<file path="config.mk">
export PLATFORM = sky130hd
export DESIGN_NAME = count_bank
export DESIGN_NICKNAME = d
export VERILOG_FILES = /design/src/rtl/count_bank_pkg.sv /design/src/rtl/count_chan.sv /design/src/rtl/count_bank.sv
export SDC_FILE = /design/constraint.sdc
export NUM_CORES = 1
export LEC_CHECK = 0
export CAP_MARGIN = 20
export CORE_UTILIZATION = 52
export DETAILED_ROUTE_END_ITERATION = 8
export HOLD_SLACK_MARGIN = 0.12
export PLACE_DENSITY = 0.93
export SLEW_MARGIN = 20
export SYNTH_ARGS = -nofsm -noshare
export SYNTH_HDL_FRONTEND = slang
export SYNTH_HIERARCHICAL = 1
export SYNTH_SLANG_ARGS = --single-unit
</file>
<file path="constraint.sdc">
create_clock -name clk -period 3.9 [get_ports clk]
set_input_delay 0.39 -clock clk [delete_from_list [all_inputs] [get_ports clk]]
set_output_delay 0.39 -clock clk [all_outputs]
set_load 0.03 [all_outputs]
</file>
<file path="src/rtl/count_bank_pkg.sv">
// rtl/count_bank_pkg.sv - shared constants and helpers for the counter bank
package count_bank_pkg;

    localparam logic DIR_UP    = 1'b1;
    localparam logic DIR_DOWN  = 1'b0;
    localparam logic MODE_WRAP = 1'b0;
    localparam logic MODE_SAT  = 1'b1;

    // All-ones value of a width-bit counter; 32-bit modulo keeps width=32 correct
    function automatic logic [31:0] max_val(input int unsigned width);
        return (32'd1 << width) - 32'd1;
    endfunction

endpackage

</file>
<file path="src/rtl/count_chan.sv">
// rtl/count_chan.sv - one up/down counter channel with load, wrap/saturate and terminal count
module count_chan
    import count_bank_pkg::*;
#(
    parameter int WIDTH = 6
) (
    input  logic             clk,
    input  logic             reset,
    input  logic             tick,
    input  logic             en,
    input  logic             dir,
    input  logic             sat,
    input  logic             we,
    input  logic [WIDTH-1:0] wq,
    output logic [WIDTH-1:0] q,
    output logic             tc
);

    localparam logic [WIDTH-1:0] MAXV = WIDTH'(max_val(WIDTH));

    logic at_bound;

    assign at_bound = (dir == DIR_UP) ? (q == MAXV) : (q == '0);

    always_ff @(posedge clk or negedge reset) begin
        if (!reset) begin
            q  <= '0;
            tc <= 1'b0;
        end else if (we) begin
            q  <= wq;
            tc <= 1'b0;
        end else if (en && tick) begin
            if (at_bound) begin
                // Saturating channels re-flag tc on every step attempted at the boundary
                tc <= 1'b1;
                if (sat == MODE_WRAP)
                    q <= (dir == DIR_UP) ? '0 : MAXV;
            end else begin
                tc <= 1'b0;
                q  <= (dir == DIR_UP) ? q + WIDTH'(1) : q - WIDTH'(1);
            end
        end else begin
            tc <= 1'b0;
        end
    end

endmodule

</file>
<file path="src/rtl/count_bank.sv">
// rtl/count_bank.sv - bank of independent counters sharing one free-running prescaler
module count_bank
    import count_bank_pkg::*;
#(
    parameter int WIDTH    = 6,
    parameter int CHANNELS = 3,
    parameter int PRESCALE = 1
) (
    input  logic                      clk,
    input  logic                      reset,
    input  logic [CHANNELS-1:0]       en,
    input  logic [CHANNELS-1:0]       dir,
    input  logic [CHANNELS-1:0]       sat,
    input  logic [CHANNELS-1:0]       we,
    input  logic [CHANNELS*WIDTH-1:0] wq,
    output logic [CHANNELS*WIDTH-1:0] q,
    output logic [CHANNELS-1:0]       tc,
    output logic [CHANNELS-1:0]       zero
);

    localparam int PW = (PRESCALE > 1) ? $clog2(PRESCALE) : 1;

    logic tick;

    generate
        if (PRESCALE == 1) begin : g_nopre
            assign tick = 1'b1;
        end else begin : g_pre
            logic [PW-1:0] pcnt;
            assign tick = (pcnt == PW'(PRESCALE - 1));
            always_ff @(posedge clk or negedge reset) begin
                if (!reset)
                    pcnt <= '0;
                else
                    pcnt <= tick ? '0 : pcnt + PW'(1);
            end
        end
    endgenerate

    generate
        for (genvar k = 0; k < CHANNELS; k++) begin : g_chan
            count_chan #(.WIDTH(WIDTH)) u_chan (
                .clk   (clk),
                .reset (reset),
                .tick  (tick),
                .en    (en[k]),
                .dir   (dir[k]),
                .sat   (sat[k]),
                .we    (we[k]),
                .wq    (wq[k*WIDTH +: WIDTH]),
                .q     (q[k*WIDTH +: WIDTH]),
                .tc    (tc[k])
            );
            assign zero[k] = (q[k*WIDTH +: WIDTH] == '0);
        end
    endgenerate

endmodule

</file>
# == Word-level counts from Yosys, hierarchy flattened ==
# Index checks and enable logic that the tools add are counted.
# totals
ff_bits,21
input_bits,32
output_inout_bits,24
wordCells,57
# op_classes
addsub,6
eq_ne,6
n_mux,30
reduce_logical,9
# op_table
cell,count
$mux 6,18
$add 6x1->6 const B,3
$eq 6x6->1 const B,3
$logic_not 6->1,3
$sub 6x1->6 const B,3
$mux 1,12
$ne 3x3->1 const B,3
$reduce_and 2->1,3
$reduce_bool 2->1,3

# == Depth between registers and ports, before layout ==
# Gate-level depths: netlist of the first run.
# depth
depth_word,5
ltp_mapped,6
depth_no_buf,6

# == By module ==
# Netlist of the first run, hierarchy kept.
# by_module_without_submodules
mod,n_inst,cells_each,area_per_inst_um2,seq_area_each_um2
count_chan,3,70,646.9,175.2
count_bank,1,7,67.6,0.0

# == Worst setup path before layout of the first run ==
# No wires, ideal clock.
# synth_path
path_kind,register to output
startpoint,reg g_chan[0].u_chan.q[5]
endpoint,out zero[0]
arrival_ps,1517
required_ps,3510
setup_slack_ps,1993
path_stages_with_launch,3
path_buffers,0
path_cell_list,dfrtp_1 > or4_4 > nor3_2
# synth_via
elab_chain_len,1
# synth_rtl
item,line,text
"start, declared",count_chan.sv:15,"output logic [WIDTH-1:0] q,"
"start signal, assigned",count_chan.sv:30,q <= wq;
"start signal, assigned",count_chan.sv:37,q <= (dir == DIR_UP) ? '0 : MAXV;
"start signal, assigned",count_chan.sv:40,q <= (dir == DIR_UP) ? q + WIDTH'(1) : q - WIDTH'(1);
$logic_not 6->1,count_bank.sv:54,assign zero[k] = (q[k*WIDTH +: WIDTH] == '0);
"end, declared",count_bank.sv:18,output logic [CHANNELS-1:0] zero
# Every way passes these cells.

# == Final worst setup path of the first run ==
# layout_path
startpoint,reg g_chan[2].u_chan.q[2]
endpoint,out zero[2]
# layout_via
elab_chain_len,1
# layout_rtl
item,line
"start, declared",count_chan.sv:15
"start signal, assigned",count_chan.sv:30
"start signal, assigned",count_chan.sv:37
"start signal, assigned",count_chan.sv:40
$logic_not 6->1,count_bank.sv:54
# Every way passes these cells.

==> results.cfg, run 1 <==
[clock_tree]
cts_root_buf = clkbuf_8
hold_buffers = 0
cts_sinks = 21
ctsResizeCount = 0
post-cts-setup-buffers = 0
insertion_delay_ns = 0.26
path_clk_slew_ns = 0.08
cts_buffer_depth = 2
cts_htree_levels = 1
cts_tree = yes
cts_made_buffers = 3

[setup_path]
worst_setup_path_start_kind = flop
setup.worst_path.class = flop to primary output
reg2reg_to = g_chan[0].u_chan/q[4]$_DFFE_PN0P_
crit_slowest_cell = clkdlybuf4s50_1
cp-end-kind = primary output
worstReg2RegStart = g_chan[0].u_chan/q[0]$_DFFE_PN0P_
slowest_delay_ns = 0.70
cp_data_required_time_ns = 3.51
r2r_slack_ns = 2.02
ff2ff_path_depth = 5
crit_arrival_ns = 2.16
critPathMaxFanout = 6
crit_chain = or4_4 -> nor3_2 -> clkdlybuf4s50_1

[global_route]
grt_start_max_net_pins = 22
grt_pass1_vias = 1870
overflow = 0
grt_first_pass_wirelength_um = 8380
grt_util_all_layers_pct = 25.7
antenna_found_initial = 0

[placed_design]
dp.cells = 322
place_congestion = 0.954
dp_slack_ns = 1.42
portBuffers = 55
dpl.hpwl_um = 3860

[logic_synthesis]
synthFlopType = dfrtp_1
avgSynthCellArea_um2 = 9.25
netlist_area_mm2 = 0.00201
netlist_instances = 217
synth_top_area_cell = dfrtp_1
async_flop_share_pct = 100
seq_area_frac_synth_pct = 26.2
yosys-top-cells-area = dfrtp_1 26%, a211oi_1 7.9%, ha_1 7.5%, and3_1 3.7%, nor4_4 3.2%
ys_types = 31
synth_top_area_share_pct = 26.2
yosysWarnings = 6
synth_seq_cells = 21
synth_edf_count = 0
synthTopCellsByCount = 21 x a211oi_1, 21 x dfrtp_1, 15 x inv_1

[detailed_routing]
drtIter0Drc = 229
dr_wl_met3_um = 252
num_vias = 1999
avgViaCountPerCell = 6.13
dr.pass1.iters = 4
wl_met1_um = 2360
drc_errors = 0
wl_per_cell_um = 15.8
routed.top_layer = met4
drt-total-wl_um = 5170
drtAntennaViolNets = 0
wl_met2_um = 2550

[floorplan]
core_area_mm2 = 0.00369
floorplan.rows = 22
ioPinCount = 56
dieArea_mm2 = 0.00411
start_util_pct = 54.4
die_y_um = 64.1
dieWidth_um = 64.1

[timing]
min_period_ns = 2.55
drv_slew = 0
fmax_mhz = 392
fin_crit_sh_pct = 65.5
fin_ws_ns = 1.35
setup_viol = 0
finalClockSkew_ns = 0.00453
finalSetupTns_ns = 0
hold_viol = 0
slew_headroom_pct = 37.2
rsz0062_at_grt = no
worst_slew_pin_slew_ns = 0.940

[finish]
regArea_um2 = 526
drive_above_1_share_pct = 8.99
n_fill_cell = 304
nNetsFinal = 326
area_delta_synth_final_pct = 33.2
finalNonFillerCells = 326
multi_input_area_mm2 = 0.00143
antenna-diode-count = 0

[run_status]
status = finished, final reports clean

[power]
leakagePower_nw = 1.16
peakVddDrop_mv = 0.170
power_density_mw_per_mm2 = 315

[min_path]
hp-class = primary input to async pin

[run]
cap_violations = 0
==> logic make-up (layout without fill, tap and decap cells) <==
group                    count (synthesis)  count (layout)  synth area share (%)
AND/OR/NAND/NOR                         78              78                  24.5
buffers and inverters                   18              74                  3.36
XOR/XNOR                                12              12                  5.23
other                                    1               6                 0.187
adder cells (fa/ha/maj)                 15              15                  10.5
flip-flops                              21              21                  26.2
multiplexers                             6               6                  2.99
AO/OA/AOI/OAI                           66              66                  27.1
==> final cells by class <==
cell class              count  share of cell area (%)
multi-input cells         183                    53.6
repair buffers             55                    20.6
inverters                  15                    2.10
clock inverters             1                   0.281
well taps                  48                    2.25
clock buffers               3                    1.54
flip-flops and latches     21                    19.6
==> worst max-delay path by stage <==
stage                                                 start                                 to  slack (ns)  cells after the start
after floorplan           g_chan[0].u_chan/q[5]$_DFFE_PN0P_                            zero[0]        1.99                      2
after global placement                               dir[1]  g_chan[1].u_chan/q[5]$_DFFE_PN0P_        1.49                      7
after detailed placement                             dir[2]  g_chan[2].u_chan/q[4]$_DFFE_PN0P_        1.42                      7
after CTS                 g_chan[2].u_chan/q[3]$_DFFE_PN0P_                            zero[2]        1.36                      3
after global routing      g_chan[2].u_chan/q[2]$_DFFE_PN0P_                            zero[2]        1.30                      3
final                     g_chan[2].u_chan/q[2]$_DFFE_PN0P_                            zero[2]        1.35                      3
==> cell usage in the layout, fill, tap and decap left out, drive strengths merged, types with 9 or more instances in the layout <==
cell type      instances
and3                  12
clkdlybuf4s50         55
nor2                  12
ha                    12
nor3                  12
dfrtp                 21
nand2                 12
a221oi                 9
inv                   15
nand3                 12
a21oi                 12
a211oi                21
==> through the flow <==
step	utilization, %	hold slack [ns]	cell area (um2)	power (mW)
3_5_place_dp	71.2	0.776	2630	0.694
2_1_floorplan	-	0.0944	2030	0.548
3_3_place_gp	71.2	0.766	2630	0.686
6_report	72.5	0.649	2680	0.843
5_1_grt	72.5	0.700	2680	0.892
4_1_cts	72.5	0.682	2680	0.842
==> flip-flops by register name, indices dropped and copies added, names as in the netlist <==
register / cells
g_chan.u_chan/tc: 3
g_chan.u_chan/q: 18
==> where the power goes <==
group	switching (mW)	total (mW)	internal [mW]	leakage, nW
Combinational	0.205	0.393	0.188	0.884
Sequential	0.0623	0.304	0.241	0.251
Clock	0.0742	0.146	0.0722	0.0217
Total	0.342	0.843	0.501	1.16
==> per-layer routing <==
metal	track usage [%]	vias to the layer above
li1	-	967
met2	45.6	68
met3	3.93	2
met4	5.28	0
met5	0	-
met1	33.0	962
==> worst max-delay path: cells and delay by family (launching register included) <==
family | cells | cell delay (ns)
flops | 1 | 0.48
simple gates | 2 | 0.72
buf+inv | 1 | 0.70
(Power assumes the default switching activity.)
==> inputs of run 2 (changes only) <==
--- a/config.mk
+++ b/config.mk
@@ -6,10 +6,10 @@
 export NUM_CORES = 1
 export LEC_CHECK = 0
 export CAP_MARGIN = 20
-export CORE_UTILIZATION = 52
+export CORE_UTILIZATION = 44
 export DETAILED_ROUTE_END_ITERATION = 8
 export HOLD_SLACK_MARGIN = 0.12
-export PLACE_DENSITY = 0.93
+export PLACE_DENSITY = 0.84
 export SLEW_MARGIN = 20
 export SYNTH_ARGS = -nofsm -noshare
 export SYNTH_HDL_FRONTEND = slang
==> constraint.sdc (replaced) <==
create_clock -name clk -period 2.2 [get_ports clk]
set_input_delay 0.22 -clock clk [delete_from_list [all_inputs] [get_ports clk]]
set_output_delay 0.22 -clock clk [all_outputs]
set_load 0.03 [all_outputs]
==> run 2 against run 1 <==
Clock skew about the same; via count up 6.1%; critical path depth up 4; worst setup slack worse by 1.1 ns; final cell count up 8.9%; total power up 87%.
==> results.cfg, run 2 (synthesis results as in run 1) <==
[run_status]
status = finished, final reports clean

[floorplan]
start_util_pct = 45.8
floorplan.rows = 24
ioPinCount = 56
die_y_um = 69.6
core_area_mm2 = 0.00438
dieWidth_um = 69.6
dieArea_mm2 = 0.00484

[power]
p_switching_mw = 0.630
power_density_mw_per_mm2 = 551
p_sw_share_pct = 39.9
pwr-share-seq_pct = 31.1
p_comb_share_pct = 52.0
internal_power_mw = 0.948
peakVddDrop_mv = 0.426
leakagePower_nw = 1.30
p_clk_share_pct = 16.9

[finish]
n_fill_cell = 363
largest_register_ffs = 18
regArea_um2 = 526
design_area_mm2 = 0.00286
area_delta_synth_final_pct = 42.5
nNetsFinal = 351
final_common_cell = clkdlybuf4s50_1
final_cell_mix = 52 x clkdlybuf4s50_1, 25 x buf_4, 21 x a211oi_1, 21 x dfrtp_1, 15 x inv_1
antenna-diode-count = 0
top_register = g_chan.u_chan/q
largestRegisters = g_chan.u_chan/q: 18 flops, g_chan.u_chan/tc: 3 flops
multi_input_area_mm2 = 0.00143
drive_above_1_share_pct = 16.5
final_util_pct = 65.3

[setup_path]
cp-end-kind = flop
reg2reg_to = g_chan[1].u_chan/q[5]$_DFFE_PN0P_
worstReg2RegStart = g_chan[1].u_chan/q[3]$_DFFE_PN0P_
ff2ff_path_depth = 6
worst_setup_path_start_kind = primary input
r2r_slack_ns = 0.31
crit_start = dir[1]
crit_end = g_chan[1].u_chan/q[5]$_DFFE_PN0P_
critPathMaxFanout = 6
setup.worst_path.class = primary input to flop
cp_data_required_time_ns = 2.36
crit_arrival_ns = 2.12

[detailed_routing]
drc_errors = 0
avgViaCountPerCell = 5.97
wl_met1_um = 2440
drtIter0Drc = 119
routed.top_layer = met4
num_vias = 2121
dr_wl_met3_um = 291
wl_per_cell_um = 15.8
drtAntennaViolNets = 0
drt-total-wl_um = 5630
wl_met2_um = 2800
dr.pass1.iters = 5

[timing]
fin_crit_sh_pct = 89.1
min_period_ns = 1.96
rsz0062_at_grt = no
setup_viol = 0
fmax_mhz = 510
finalClockSkew_ns = 0.00475
drv_slew = 0
hold_ws_ns = 0.299
hold_viol = 0

[global_route]
overflow = 0
grt_pass1_vias = 2011
antenna_found_initial = 0
grt_first_pass_wirelength_um = 9270
grt_start_max_net_pins = 22
grt_util_all_layers_pct = 23.7

[clock_tree]
cts_htree_levels = 1
path_clk_slew_ns = 0.09
insertion_delay_ns = 0.26
cts_sinks = 21
cts_root_buf = clkbuf_8
cts_made_buffers = 3
cts_tree = yes
cts_buffer_depth = 2
post-cts-setup-buffers = 0

[placed_design]
dpl.hpwl_um = 4440
placed_area_mm2 = 0.00282
portBuffers = 55
place_congestion = 0.898

[min_path]
hp-class = primary input to async pin

[run]
cap_violations = 0
==> run 2: cell count changes in the layout (fill, tap and decap cells not counted) <==
cell	previous run	this run
clkinvlp_4	1	0
clkdlybuf4s50_1	55	52
buf_4	0	25
clkinv_2	0	1
dlygate4sd2_1	0	3
==> run 2: metrics by stage <==
stage	total power, mW	instances	worst slack (ns)	setup TNS [ns]
floorplan	0.972	222	0.353	0
global placement	1.29	351	0.0129	0
detailed placement	1.31	351	-0.0498	-0.107
CTS	1.58	355	0.234	0
global route	1.67	355	0.134	0
finish	1.58	355	0.240	0
==> run 2: routing by layer <==
layer  GRT usage (%)  vias up
met1            30.1     1007
met2            40.3       84
li1                -     1016
met4            6.58        0
met5               0        -
met3            5.23       14
==> run 2: area by class of cell <==
| cell class | count | share of cell area [%] |
|---|---|---|
| Multi-Input combinational cell | 183 | 50.1 |
| Timing Repair Buffer | 80 | 25.7 |
| Sequential cell | 21 | 18.4 |
| Tap cell | 52 | 2.27 |
| Inverter | 15 | 1.97 |
| Clock buffer | 3 | 1.44 |
| Clock inverter | 1 | 0.175 |
==> run 2: worst min path at each step <==
stage                                                    to  slack, ns
after floorplan           g_chan[0].u_chan/q[0]$_DFFE_PN0P_      -0.08
after global routing          g_chan[2].u_chan/tc$_DFF_PN0_       0.33
after CTS                     g_chan[2].u_chan/tc$_DFF_PN0_       0.31
after detailed placement      g_chan[2].u_chan/tc$_DFF_PN0_       0.59
after global placement        g_chan[2].u_chan/tc$_DFF_PN0_       0.59
final                         g_chan[2].u_chan/tc$_DFF_PN0_       0.30
==> run 2: timing repair <==
item                                    CTS  global route
resized for setup                         3             0
hold buffers                              0             0
endpoints found under the setup margin    3             0
==> run 2: power by group through the flow <==
| stage | sequential [mW] | combinational, mW | clock [mW] |
|---|---|---|---|
| 6_report | 0.491 | 0.820 | 0.266 |
| 5_1_grt | 0.499 | 0.886 | 0.290 |
| 4_1_cts | 0.490 | 0.817 | 0.275 |
| 3_5_place_dp | 0.497 | 0.816 | 0 |
| 3_3_place_gp | 0.496 | 0.790 | 0 |
| 2_1_floorplan | 0.606 | 0.366 | 0 |
==> run 2: critical path, stage by stage <==
cell,delay [ns]
clkdlybuf4s50_1,0.48
inv_1,0.14
ha_1,0.39
and3_1,0.21
a221oi_2,0.30
mux2i_1,0.12
a221oi_1,0.27
==> inputs of run 3 (changes only) <==
--- a/config.mk
+++ b/config.mk
@@ -7,6 +7,7 @@
 export LEC_CHECK = 0
 export CAP_MARGIN = 20
 export CORE_UTILIZATION = 44
+export CTS_CLUSTER_DIAMETER = 100
 export DETAILED_ROUTE_END_ITERATION = 8
 export HOLD_SLACK_MARGIN = 0.12
 export PLACE_DENSITY = 0.84
==> results of run 3 <==
No change in the layout: final DEF, timing and power equal those of run 2.
